$ cat src/rtl/cpu_sequencer.sv
// cpu_sequencer: program sequencer for the 16-bit multi-cycle processor.
// It fetches words from a synchronous ROM and issues each one with a single
// Run pulse. For mvi it also supplies the second word. It then waits for Done
// and stops on a HALT opcode or when Done does not arrive in time.
module cpu_sequencer #(
    parameter int ADDR_W  = 5,
    parameter int TIMEOUT = 8
) (
    input  logic              Clock,
    input  logic              Reset,
    input  logic              Start,
    output logic [ADDR_W-1:0] mem_addr,
    input  logic [15:0]       mem_data,
    output logic [15:0]       cpu_din,
    output logic              cpu_run,
    input  logic              cpu_done,
    output logic [ADDR_W-1:0] pc,
    output logic [15:0]       instr_count,
    output logic              Busy,
    output logic              Halted,
    output logic              Error
);

    // The counter only has to hold 0 .. TIMEOUT-1, which is the last wait
    // cycle in which Done is still accepted.
    localparam int TCNT_W = (TIMEOUT > 2) ? $clog2(TIMEOUT) : 1;
    localparam logic [TCNT_W-1:0] TCNT_LAST = TCNT_W'(TIMEOUT - 1);

    localparam logic [2:0] OP_MVI  = 3'b001;
    localparam logic [2:0] OP_HALT = 3'b111;

    typedef enum logic [2:0] {
        S_IDLE,
        S_FETCH,
        S_LOAD,
        S_ISSUE,
        S_IMM,
        S_WAIT,
        S_HALT
    } state_t;

    state_t              state;
    logic [15:0]         instr;
    logic [TCNT_W-1:0]   tcnt;
    logic                imm_sel;

    // The ROM is addressed straight from the program counter. In ISSUE this
    // already points at the immediate word, so that word is on mem_data in IMM.
    assign mem_addr = pc;

    // Run and imm_sel are registered alongside the state. The immediate
    // arrives from the ROM only during IMM, so it is passed straight through.
    assign cpu_din = imm_sel ? mem_data : (cpu_run ? instr : 16'h0000);

    // Sequencer FSM: state, program counter, retirement count, timeout
    // counter and all registered status outputs.
    always_ff @(posedge Clock) begin
        if (Reset) begin
            state       <= S_IDLE;
            pc          <= '0;
            instr       <= '0;
            instr_count <= '0;
            tcnt        <= '0;
            imm_sel     <= 1'b0;
            cpu_run     <= 1'b0;
            Busy        <= 1'b0;
            Halted      <= 1'b0;
            Error       <= 1'b0;
        end else begin
            cpu_run <= 1'b0;
            imm_sel <= 1'b0;
            unique case (state)
                S_IDLE, S_HALT: begin
                    if (Start) begin
                        state       <= S_FETCH;
                        pc          <= '0;
                        instr_count <= '0;
                        Error       <= 1'b0;
                        Busy        <= 1'b1;
                        Halted      <= 1'b0;
                    end
                end
                S_FETCH: begin
                    state <= S_LOAD;
                end
                S_LOAD: begin
                    instr <= mem_data;
                    pc    <= pc + 1'b1;
                    if (mem_data[8:6] == OP_HALT) begin
                        state  <= S_HALT;
                        Busy   <= 1'b0;
                        Halted <= 1'b1;
                    end else begin
                        state   <= S_ISSUE;
                        cpu_run <= 1'b1;
                    end
                end
                S_ISSUE: begin
                    tcnt <= '0;
                    if (instr[8:6] == OP_MVI) begin
                        state   <= S_IMM;
                        imm_sel <= 1'b1;
                    end else begin
                        state <= S_WAIT;
                    end
                end
                S_IMM, S_WAIT: begin
                    if (state == S_IMM) begin
                        pc <= pc + 1'b1;
                    end
                    if (cpu_done) begin
                        instr_count <= instr_count + 16'd1;
                        state       <= S_FETCH;
                    end else if (tcnt == TCNT_LAST) begin
                        state  <= S_HALT;
                        Error  <= 1'b1;
                        Busy   <= 1'b0;
                        Halted <= 1'b1;
                    end else begin
                        state <= S_WAIT;
                        tcnt  <= tcnt + 1'b1;
                    end
                end
                default: begin
                    state  <= S_IDLE;
                    Busy   <= 1'b0;
                    Halted <= 1'b0;
                end
            endcase
        end
    end

endmodule

$ cat config.mk
export PLATFORM = sky130hd
export DESIGN_NAME = cpu_sequencer
export DESIGN_NICKNAME = d
export VERILOG_FILES = /design/src/rtl/cpu_sequencer.sv
export SDC_FILE = /design/constraint.sdc
export NUM_CORES = 1
export LEC_CHECK = 0
export CORE_ASPECT_RATIO = 0.5
export CORE_MARGIN = 5
export CORE_UTILIZATION = 40
export DETAILED_ROUTE_END_ITERATION = 7
export PLACE_DENSITY = 0.69
export SETUP_SLACK_MARGIN = 0.15
export SLEW_MARGIN = 15
export SYNTH_ARGS = -nofsm -noshare
export SYNTH_HDL_FRONTEND = slang
export SYNTH_SLANG_ARGS = --single-unit
$ cat constraint.sdc
create_clock -name Clock -period 5.2 [get_ports Clock]
set_input_delay 1.04 -clock Clock [delete_from_list [all_inputs] [get_ports Clock]]
set_output_delay 1.04 -clock Clock [all_outputs]
set_load 0.05 [all_outputs]
# Word level (Yosys, flattened, before mapping)
# Index checks and enable logic that the tools add are counted.
# totals
register_bits,48
inputBits,20
out_inout_bits,46
word_cells,76
# classes
addsub,3
eq_ne,16
mux,30
bitwise,3
n_reduce_logical,14
# ops
cell,n
16-bit 2-to-1 mux,4
16-bit one-hot mux with 2 select lines,1
16-bit by 1-bit adder with 16-bit output (second input constant),1
3-bit == test (second input constant),5
3-bit 2-to-1 mux,5
3-bit one-hot mux with 5 select lines,1
5-bit one-hot mux with 3 select lines,1
2-bit inequality test (second input constant),7
1-bit 2-to-1 mux,11
5-bit 2-to-1 mux,2
2-bit OR reduction,5
3-bit AND reduction,3
1-bit one-hot mux with 4 select lines,2
3-bit by 1-bit == test with 1-bit output (second input constant),2
3-bit by 2-bit == test with 1-bit output (second input constant),2
3-bit one-hot mux with 2 select lines,1
5-bit by 1-bit adder with 5-bit output (second input constant),1
5-bit AND reduction,1
4-bit AND reduction,1
2-bit nonzero test,2
3-bit by 1-bit adder with 3-bit output (second input constant),1
3-bit logical NOT,1
1-bit inverter,3
3-bit nonzero test,1
2 further kinds,2

# Logic depth before layout (Yosys ltp)
# depth
word_depth,4
depth_mapped,6
depth_no_buf,6

# Worst setup path before layout
# OpenSTA, ideal clock, no wires.
# synth_timing
kind,register -> output
start,register cpu_run
end,output cpu_din[10]
arrival_time_ns,2.320
t_required_ns,4.160
path_slack_ns,1.840
path_stages_with_launch,5
n_path_buf,2
cell_sequence,dfxtp_1 > clkbuf_1 > clkbuf_1 > nand2_1 > o21ai_0
# synth_between
elab_chain_len,2
# synth_lines
element,line,rtl
from (decl),15,"output logic cpu_run,"
from (signal assigned),65,cpu_run <= 1'b0;
from (signal assigned),70,cpu_run <= 1'b0;
from (signal assigned),95,cpu_run <= 1'b1;
16-bit 2-to-1 mux (2 in a row),53,assign cpu_din = imm_sel ? mem_data : (cpu_run ? instr : 16'h0000);
to (decl),14,"output logic [15:0] cpu_din,"
# Every way passes these cells.

# Final worst setup path
# layout_timing
start,input mem_data[7]
end,output cpu_din[7]
# layout_between
elab_chain_len,1
# layout_lines
element,line,rtl
from (decl),13,"input logic [15:0] mem_data,"
16-bit 2-to-1 mux,53,
# Every way passes these cells.

==> metrics.cfg <==
[die]
core_area_mm2=0.00601
die-area_mm2=0.00787
rows=20
die_w_um=121
io_pins=66
die_h_um=65.3
initial_core_util_pct=40.7

[pwr]
p_sw_share_pct=26.0
p_int_mw=0.659
pwr-share-comb_pct=14.2
switchingPower_mw=0.232
peakVddDrop_mv=0.149
leakage_nw=1.08
p_seq_share_pct=45.3
power_per_cell_area_mw_per_mm2=275
pwr-share-clk_pct=40.5

[worst_setup_path]
slowest_stage=clkdlybuf4s50_1
arrival_ps=2580
worstRegToRegCells=4
r2r-start=state[2]
cp.required_ps=4160
r2r_slack_ps=2980
slowest_delay_ps=840
criticalPathCategory=in2out
critPathCaptureType=output pin
cp_common_cell=clkdlybuf4s50_1
cp_cell_sequence=clkdlybuf4s50_1 -> nand2_1 -> o21ai_0 -> clkdlybuf4s50_1
critPathLaunchType=primary input
critPathTopFamily=buffers and inverters
path_max_fanout=4
r2r-end=instr_count[11]
crit_buf_inv=2

[finish]
layout_common_cells=79 x nand2_1, 65 x clkdlybuf4s50_1, 48 x dfxtp_1, 42 x a21oi_1, 25 x o21ai_0
n_antenna_cell=0
layout_commonest_cell=nand2_1
layout.nets=395
syn2layout_area_growth_pct=32.7
fin_area_mm2=0.00324
drive_gt1_share_pct=3.23
fill_cells=557

[sta]
min_period_over_period_pct=69.5
slew_headroom_pct=30.9
setup_tns_ps=0
tightestPinTransition_ps=1030
timing.final.crit_period_ps=3620
final_hold_viol_count=0
setup_viol=0
timing.fmax_mhz=277
rsz0062_at_grt=no
fin_skew_ps=4.16
drv_slew=0

[synthesis]
synthesis.area_mm2=0.00244
synthArstFlopShare_pct=0
synthFlopType=dfxtp_1
yosysUniqueCellTypes=51
syn_nets=348
synth-edff-count=0
syn_avg_cell_area_um2=7.54
ys_seq_elements=48
syn-instance-count=324
yosys_warnings=0
yosysSeqAreaShare_pct=39.3

[clock_tree]
cts_tree=yes
cts_sinks=48
path_clk_slew_ps=60
insertion_delay_ps=280
postCtsSetupBuffers=0
ctsHoldBuffers=0
cts_buffers=5
clockBufferDepth=2
cts_resized=0
htreeDepth=2
root_buffer=clkbuf_16

[global_routing]
first_global_vias=2258
grt_start_max_net_pins=36
overflow=0
gr-usage-all-layers_pct=16.0
antenna_found_initial=0
grt_pass1_wl_um=10500

[worst_hold_path]
min_path_cells=2
hp-class=reg2reg
min-delay-start=instr[3]
whs_endpoint=instr[3]

[drt]
first_pass_iters=4
drt_iter0_drc=209
detail_route.drc_violations=0
ant_nets=0
viasPerCell=5.44
num_vias=2441
drt_wl_total_um=6220
wire_per_inst_um=13.8

[run_status]
status=finished, final reports clean

[placed_design]
dp_hpwl_um=4370
place_congestion=0.834
dpl_cell_area_mm2=0.00307
io_buffers=65

[job]
maxCapViolations=0

-- routing by layer --
metal  track usage [%]  routed length [um]  up-vias  part of all wire [%]
li1                  -                   -     1243                     -
met1              19.9                2920     1135                    47
met2              26.5                2870       58                    46
met3              4.82                 363        5                   5.8
met4              6.07                  59        0                  0.95
met5                 0                   0        -                     0
-- layout make-up --
class	instances	area, um2	share of cell area, %
Multi-Input combinational cell	246	1340	41.5
Sequential cell	48	961	29.6
Timing Repair Buffer	66	658	20.3
Clock buffer	5	125	3.86
Tap cell	77	96.3	2.97
Clock inverter	3	42.5	1.31
Inverter	4	15.0	0.463
-- stage by stage --
step | power (mW) | setup WS (ps) | utilization (%) | instances | hold WS (ps)
after detailed placement | 0.538 | 1590 | 51.2 | 441 | 450
after global routing | 0.934 | 1470 | 54.0 | 449 | 470
after global placement | 0.534 | 1620 | 51.2 | 441 | 442
final | 0.891 | 1580 | 54.0 | 449 | 461
after floorplan | 0.494 | 1840 | - | 324 | 436
after CTS | 0.902 | 1580 | 54.0 | 449 | 459
-- power groups by stage --
stage	Combinational [mW]	Sequential, mW	Clock, mW
floorplan	0.0797	0.414	0
global placement	0.124	0.411	0
detailed placement	0.126	0.412	0
CTS	0.127	0.404	0.372
global route	0.139	0.407	0.388
finish	0.126	0.404	0.361
-- flip-flops by register name (all words and copies together), names as in the netlist --
name,cells
Busy,1
Error,1
Halted,1
cpu_run,1
imm_sel,1
instr,16
instr_count,16
mem_addr,5
state,3
tcnt,3
-- worst register-to-register path: cells and delay by family, from the launching register on --
family	cells	cell delay (ps)
and+or+nand+nor	2	920
DFF	1	650
AOI/OAI and AO/OA	2	570
-- synthesized netlist by cell type (4+ instances only) --
cell type,number,area [um2]
a21oi_1,42,210
a31oi_1,4,25.0
buf_2,6,30.0
buf_4,5,37.5
clkbuf_1,14,52.6
dfxtp_1,48,961
ha_1,4,50.1
nand2_1,79,297
nand3_1,8,40.0
nor2_1,11,41.3
nor3_1,5,25.0
o21ai_0,25,125
o31ai_1,6,45.0
or3_1,5,31.3
or4_1,7,52.6
-- worst max-delay path by stage --
stage	from	endpoint	slack (ps)	cells after the start
floorplan	cpu_run	cpu_din[10]	1840	4
global placement	mem_data[3]	cpu_din[3]	1620	4
detailed placement	mem_data[2]	cpu_din[2]	1590	4
CTS	mem_data[7]	cpu_din[7]	1580	4
global route	mem_data[7]	cpu_din[7]	1470	4
finish	mem_data[7]	cpu_din[7]	1580	4
-- cell families (layout without fill, tap and decap cells) --
kind of cell / Yosys count / count (layout) / synth area share, %
AND/OR/NAND/NOR: 139 / 139 / 27.0
AO/OA/AOI/OAI: 98 / 98 / 23.7
flip-flops: 48 / 48 / 39.3
buffers and inverters: 30 / 78 / 5.68
adder cells (fa/ha/maj): 4 / 4 / 2.05
XOR/XNOR: 3 / 3 / 1.38
multiplexers: 2 / 2 / 0.819
Power figures use the tool's default switching activity.
==> patch 1, RTL diff (config.mk and constraints unchanged) <==
Encoding of `state_t`: now one-hot (7 bits for 7 states).
--- a/src/rtl/cpu_sequencer.sv
+++ b/src/rtl/cpu_sequencer.sv
@@ -29,14 +29,14 @@
     localparam logic [2:0] OP_MVI  = 3'b001;
     localparam logic [2:0] OP_HALT = 3'b111;
 
-    typedef enum logic [2:0] {
-        S_IDLE,
-        S_FETCH,
-        S_LOAD,
-        S_ISSUE,
-        S_IMM,
-        S_WAIT,
-        S_HALT
+    typedef enum logic [6:0] {
+        S_IDLE  = 7'b0000001,
+        S_FETCH = 7'b0000010,
+        S_LOAD  = 7'b0000100,
+        S_ISSUE = 7'b0001000,
+        S_IMM   = 7'b0010000,
+        S_WAIT  = 7'b0100000,
+        S_HALT  = 7'b1000000
     } state_t;
 
     state_t              state;
Function: no difference found for any inputs over 10 cycles, from zero or initial values and one cycle with Reset high; not proved beyond that.
==> patch 1 against the original RTL <==
  * Sequential cell count up 4
  * Setup slack better by 0.030 ns
  * Hold slack lost 0.0028 ns
  * Final area increased by 8.9%
  * Wire length up 11%
  * Power down 2.6%
  * First-iteration DRC count is 6.7% lower
  * Sequential power rose by 1%
  * Via count rose by 10%
  * Critical path depth stayed put
  * Die area increased by 9.0%
  * Synthesized area up 10%
  * Critical endpoint is now cpu_din[8]
==> patch 1: results <==
group,metric,value,unit
power,leakage,1.19,nW
critical_path,timing.rr.end,"Halted$_SDFFE_PP0P_",
timing,min_period_over_period,69.0,%
synth,synth_nets,377,
hold_path,hold_depth,2,
route,drt_iter0_markers,195,
run_status,status,"completed",
grt,grt_pass1_wl,11.9,mm
final_layout,final_nets,427,
placement,place_area,0.00335,mm^2
critical_path,rrSetupSlack,2.91,ns
critical_path,critPathTopFamily,"buffers and inverters",
synth,yosysSeqAreaShare,38.7,%
synth,synth_common_cells,"78 x nand2_1, 52 x dfxtp_1, 31 x a21oi_1, 27 x o21ai_0, 20 x nor2_1",
synth,synth_mux_area_share,0.418,%
power,clk-power,0.000394,W
route,post_drt_wl_per_cell,13.9,um
timing,worst_pin_slew,0.861,ns
synth,synth.distinct_cells,48,
critical_path,r2r_start,"state[0]$_SDFFE_PP1P_",
placement,place_congestion,0.884,
power,peakVddDrop,0.155,mV
synth,synthTopCellsByArea,"dfxtp_1 39%, nand2_1 11%, a21oi_1 5.8%",
placement,dp_cells,488,
timing,whs,0.459,ns
synth,synth-compound-area-share,19.4,%
grt,grt_max_degree,45,
clocking,cts-root-buf,"clkbuf_16",
critical_path,cp-endpoint,"cpu_din[8]",
power,power.internal,0.000683,W
synth,synth_cells,353,
critical_path,max_stage_delay,0.83,ns
clocking,clock-sinks,52,
critical_path,crit_path_max_fanout,3,
critical_path,arrival,2.55,ns
route,vias_per_cell,5.43,
route,drt-pass1-iter-count,4,
hold_path,hp-class,"reg2reg",
power,seqPwrFrac,47.0,%
hold_path,min_to,"instr[0]$_SDFFE_PP0P_",
timing,skew,0.00327,ns
grt,grt_pass1_vias,2573,
critical_path,startpoint,"mem_data[8]",
route,vias,2693,
clocking,clk_pin_slew,0.06,ns
clocking,cts_max_path_buffers,2,
final_layout,fillCellCount,652,
clocking,insertion_delay,0.28,ns
synth,synth_xor_area_share,2.28,%
placement,dp_slack,1.62,ns
power,comb_power_share,7.7,%
placement,hpwl,4.93,mm
synth,synthAdderAreaFrac,1.86,%
grt,track_usage,16.7,%
synth,ys.flop_type,"dfxtp_1",
clocking,post_cts_resized,0,
hold_path,hold_start,"instr[0]$_SDFFE_PP0P_",
final_layout,drive_gt1_share,4.95,%
patch 1: cell type report:
| class | count | area (um^2) | area share, % |
|---|---|---|---|
| multi-input cells | 268 | 1500 | 42.4 |
| flip-flops and latches | 52 | 1040 | 29.5 |
| repair buffers | 66 | 658 | 18.6 |
| clock buffers | 7 | 153 | 4.32 |
| well taps | 92 | 115 | 3.26 |
| inverters | 10 | 37.5 | 1.06 |
| clock inverters | 1 | 30.0 | 0.851 |
patch 1: routing by layer:
layer	share of wire, %	GRT usage (%)	vias to the layer above
li1	-	-	1357
met5	0	0	-
met4	1.5	6.28	0
met3	6.7	4.36	10
met1	47	21.3	1237
met2	45	27.6	89
patch 1: cells by family (layout without fill, tap and decap cells):
| group | Yosys count | after routing |
|---|---|---|
| AND/OR/NAND/NOR | 170 | 170 |
| flip-flops | 52 | 52 |
| AO/OA/AOI/OAI | 86 | 86 |
| multiplexers | 1 | 1 |
| XOR/XNOR | 7 | 7 |
| adder cells (fa/ha/maj) | 4 | 4 |
| buffers and inverters | 33 | 84 |
==> patch 2, RTL diff (same settings) <==
Made on the original files. Set the parameter `TIMEOUT` to 4 (it was 8).
--- a/src/rtl/cpu_sequencer.sv
+++ b/src/rtl/cpu_sequencer.sv
@@ -4,7 +4,7 @@
 // and stops on a HALT opcode or when Done does not arrive in time.
 module cpu_sequencer #(
     parameter int ADDR_W  = 5,
-    parameter int TIMEOUT = 8
+    parameter int TIMEOUT = 4
 ) (
     input  logic              Clock,
     input  logic              Reset,
Behaviour: not the same (a bounded check fails within 10 cycles, from zero or initial values and one cycle with Reset high).
==> patch 2 against the original RTL <==
  * Register-to-register slack hardly changed
  * Power is 2.5% lower
  * Final area shrank 2.5%
  * Wire length decreased by 7.3%
  * Fmax grew 0.36%
  * Die area decreased by 2.9%
  * Synthesized area down 3.3%
  * Sequential share of layout area up 0.13 points
  * Setup slack gained 0.013 ns
  * Synthesized cell count decreased by 3.4%
  * Sequential cell count shrank 1
  * Critical path type unchanged
  * Critical endpoint unchanged
  * Largest cell class unchanged
  * Largest power group unchanged
==> patch 2: results <==
group,metric,value,unit
synth,synthAdderAreaFrac,1.59,%
power,leakage,1.03,nW
critical_path,crit_slowest_cell,"clkdlybuf4s50_1",
grt,grt_pass1_wl,9.76,mm
critical_path,r2r_start,"state[1]$_SDFFE_PP0P_",
synth,synthTopCellsByArea,"dfxtp_1 40%, nand2_1 12%, a21oi_1 8.7%",
route,wl_met1,2.66,mm
synth,synth-compound-area-share,22.1,%
placement,dp_cells,427,
grt,met1_usage,18.6,%
final_layout,final_nets,384,
synth,synth.distinct_cells,41,
synth,synth_mux_area_share,2.54,%
clocking,cts_max_path_buffers,2,
synth,synthArstFlopShare,0,%
hold_path,hold_start,"instr[13]$_SDFFE_PP0P_",
critical_path,arrival,2.56,ns
final_layout,fillCellCount,539,
final_layout,drive_gt1_share,3.87,%
grt,grtUsageMet3,4.23,%
synth,yosys_warnings,0,
placement,place_congestion,0.774,
grt,grt_use_met2,25.9,%
placement,hpwl,4.00,mm
synth,synth_xor_area_share,0.688,%
final_layout,final-instance-count-excl-fill,435,
critical_path,crit_path_max_fanout,3,
timing,worst_pin_slew,1.06,ns
synth,synth_cells,313,
synth,yosysSeqAreaShare,39.8,%
route,wl_met2,2.74,mm
route,drt_iter0_markers,144,
route,post_drt_wl_per_cell,13.2,um
grt,grt_pass1_vias,2105,
route,vias,2361,
power,peakVddDrop,0.159,mV
synth,synth_common_cells,"73 x nand2_1, 47 x dfxtp_1, 41 x a21oi_1, 22 x o21ai_0, 18 x nor2_1",
synth,ys.flop_type,"dfxtp_1",
synth,synth_nets,336,
run_status,status,"completed",
grt,grt_max_degree,37,
-- patch 2: critical path: cells and delay by family --
| kind | cells | cell delay [ns] |
|---|---|---|
| and+or+nand+nor | 1 | 0.06 |
| buffers and inverters | 2 | 1.35 |
| AOI/OAI and AO/OA | 1 | 0.11 |
-- patch 2: report_power, final --
part,internal (W),switching (W)
Sequential,0.000373,0.0000185
Clock,0.000227,0.000135
Combinational,0.0000476,0.0000682
Total,0.000647,0.000222
-- patch 2: logic make-up after synthesis --
group	after synthesis
adders and majority gates	3
AOI/OAI and AO/OA	89
muxes	6
and+or+nand+nor	137
buffers and inverters	30
DFF	47
xor gates and xnor gates	1
-- patch 2: worst paths after layout --
check	end	slack (ns)	depth (start not counted)
min reg2reg	instr[13]$_SDFFE_PP0P_	0.45	2
max reg2reg	instr_count[7]$_SDFFE_PP0P_	2.97	4
max	cpu_din[7]	1.60	4
min	instr[13]$_SDFFE_PP0P_	0.45	2
-- patch 2: area by class of cell --
type | instances | share of cell area [%]
repair buffers | 66 | 20.8
multi-input cells | 236 | 40.6
well taps | 73 | 2.89
clock inverters | 3 | 1.39
flip-flops and latches | 47 | 29.8
inverters | 5 | 0.594
clock buffers | 5 | 3.96
-- patch 2: metrics by stage --
| step | setup slack (ns) | utilization (%) | total power, W | area, um^2 | hold slack (ns) |
|---|---|---|---|---|---|
| after floorplan | 1.84 | - | 0.000477 | 2360 | 0.437 |
| after global placement | 1.57 | 53.3 | 0.000513 | 2990 | 0.443 |
| after global routing | 1.53 | 56.3 | 0.000914 | 3160 | 0.474 |
| final | 1.60 | 56.3 | 0.000869 | 3160 | 0.454 |
| after detailed placement | 1.60 | 53.3 | 0.000516 | 2990 | 0.448 |
| after CTS | 1.59 | 56.3 | 0.000881 | 3160 | 0.457 |
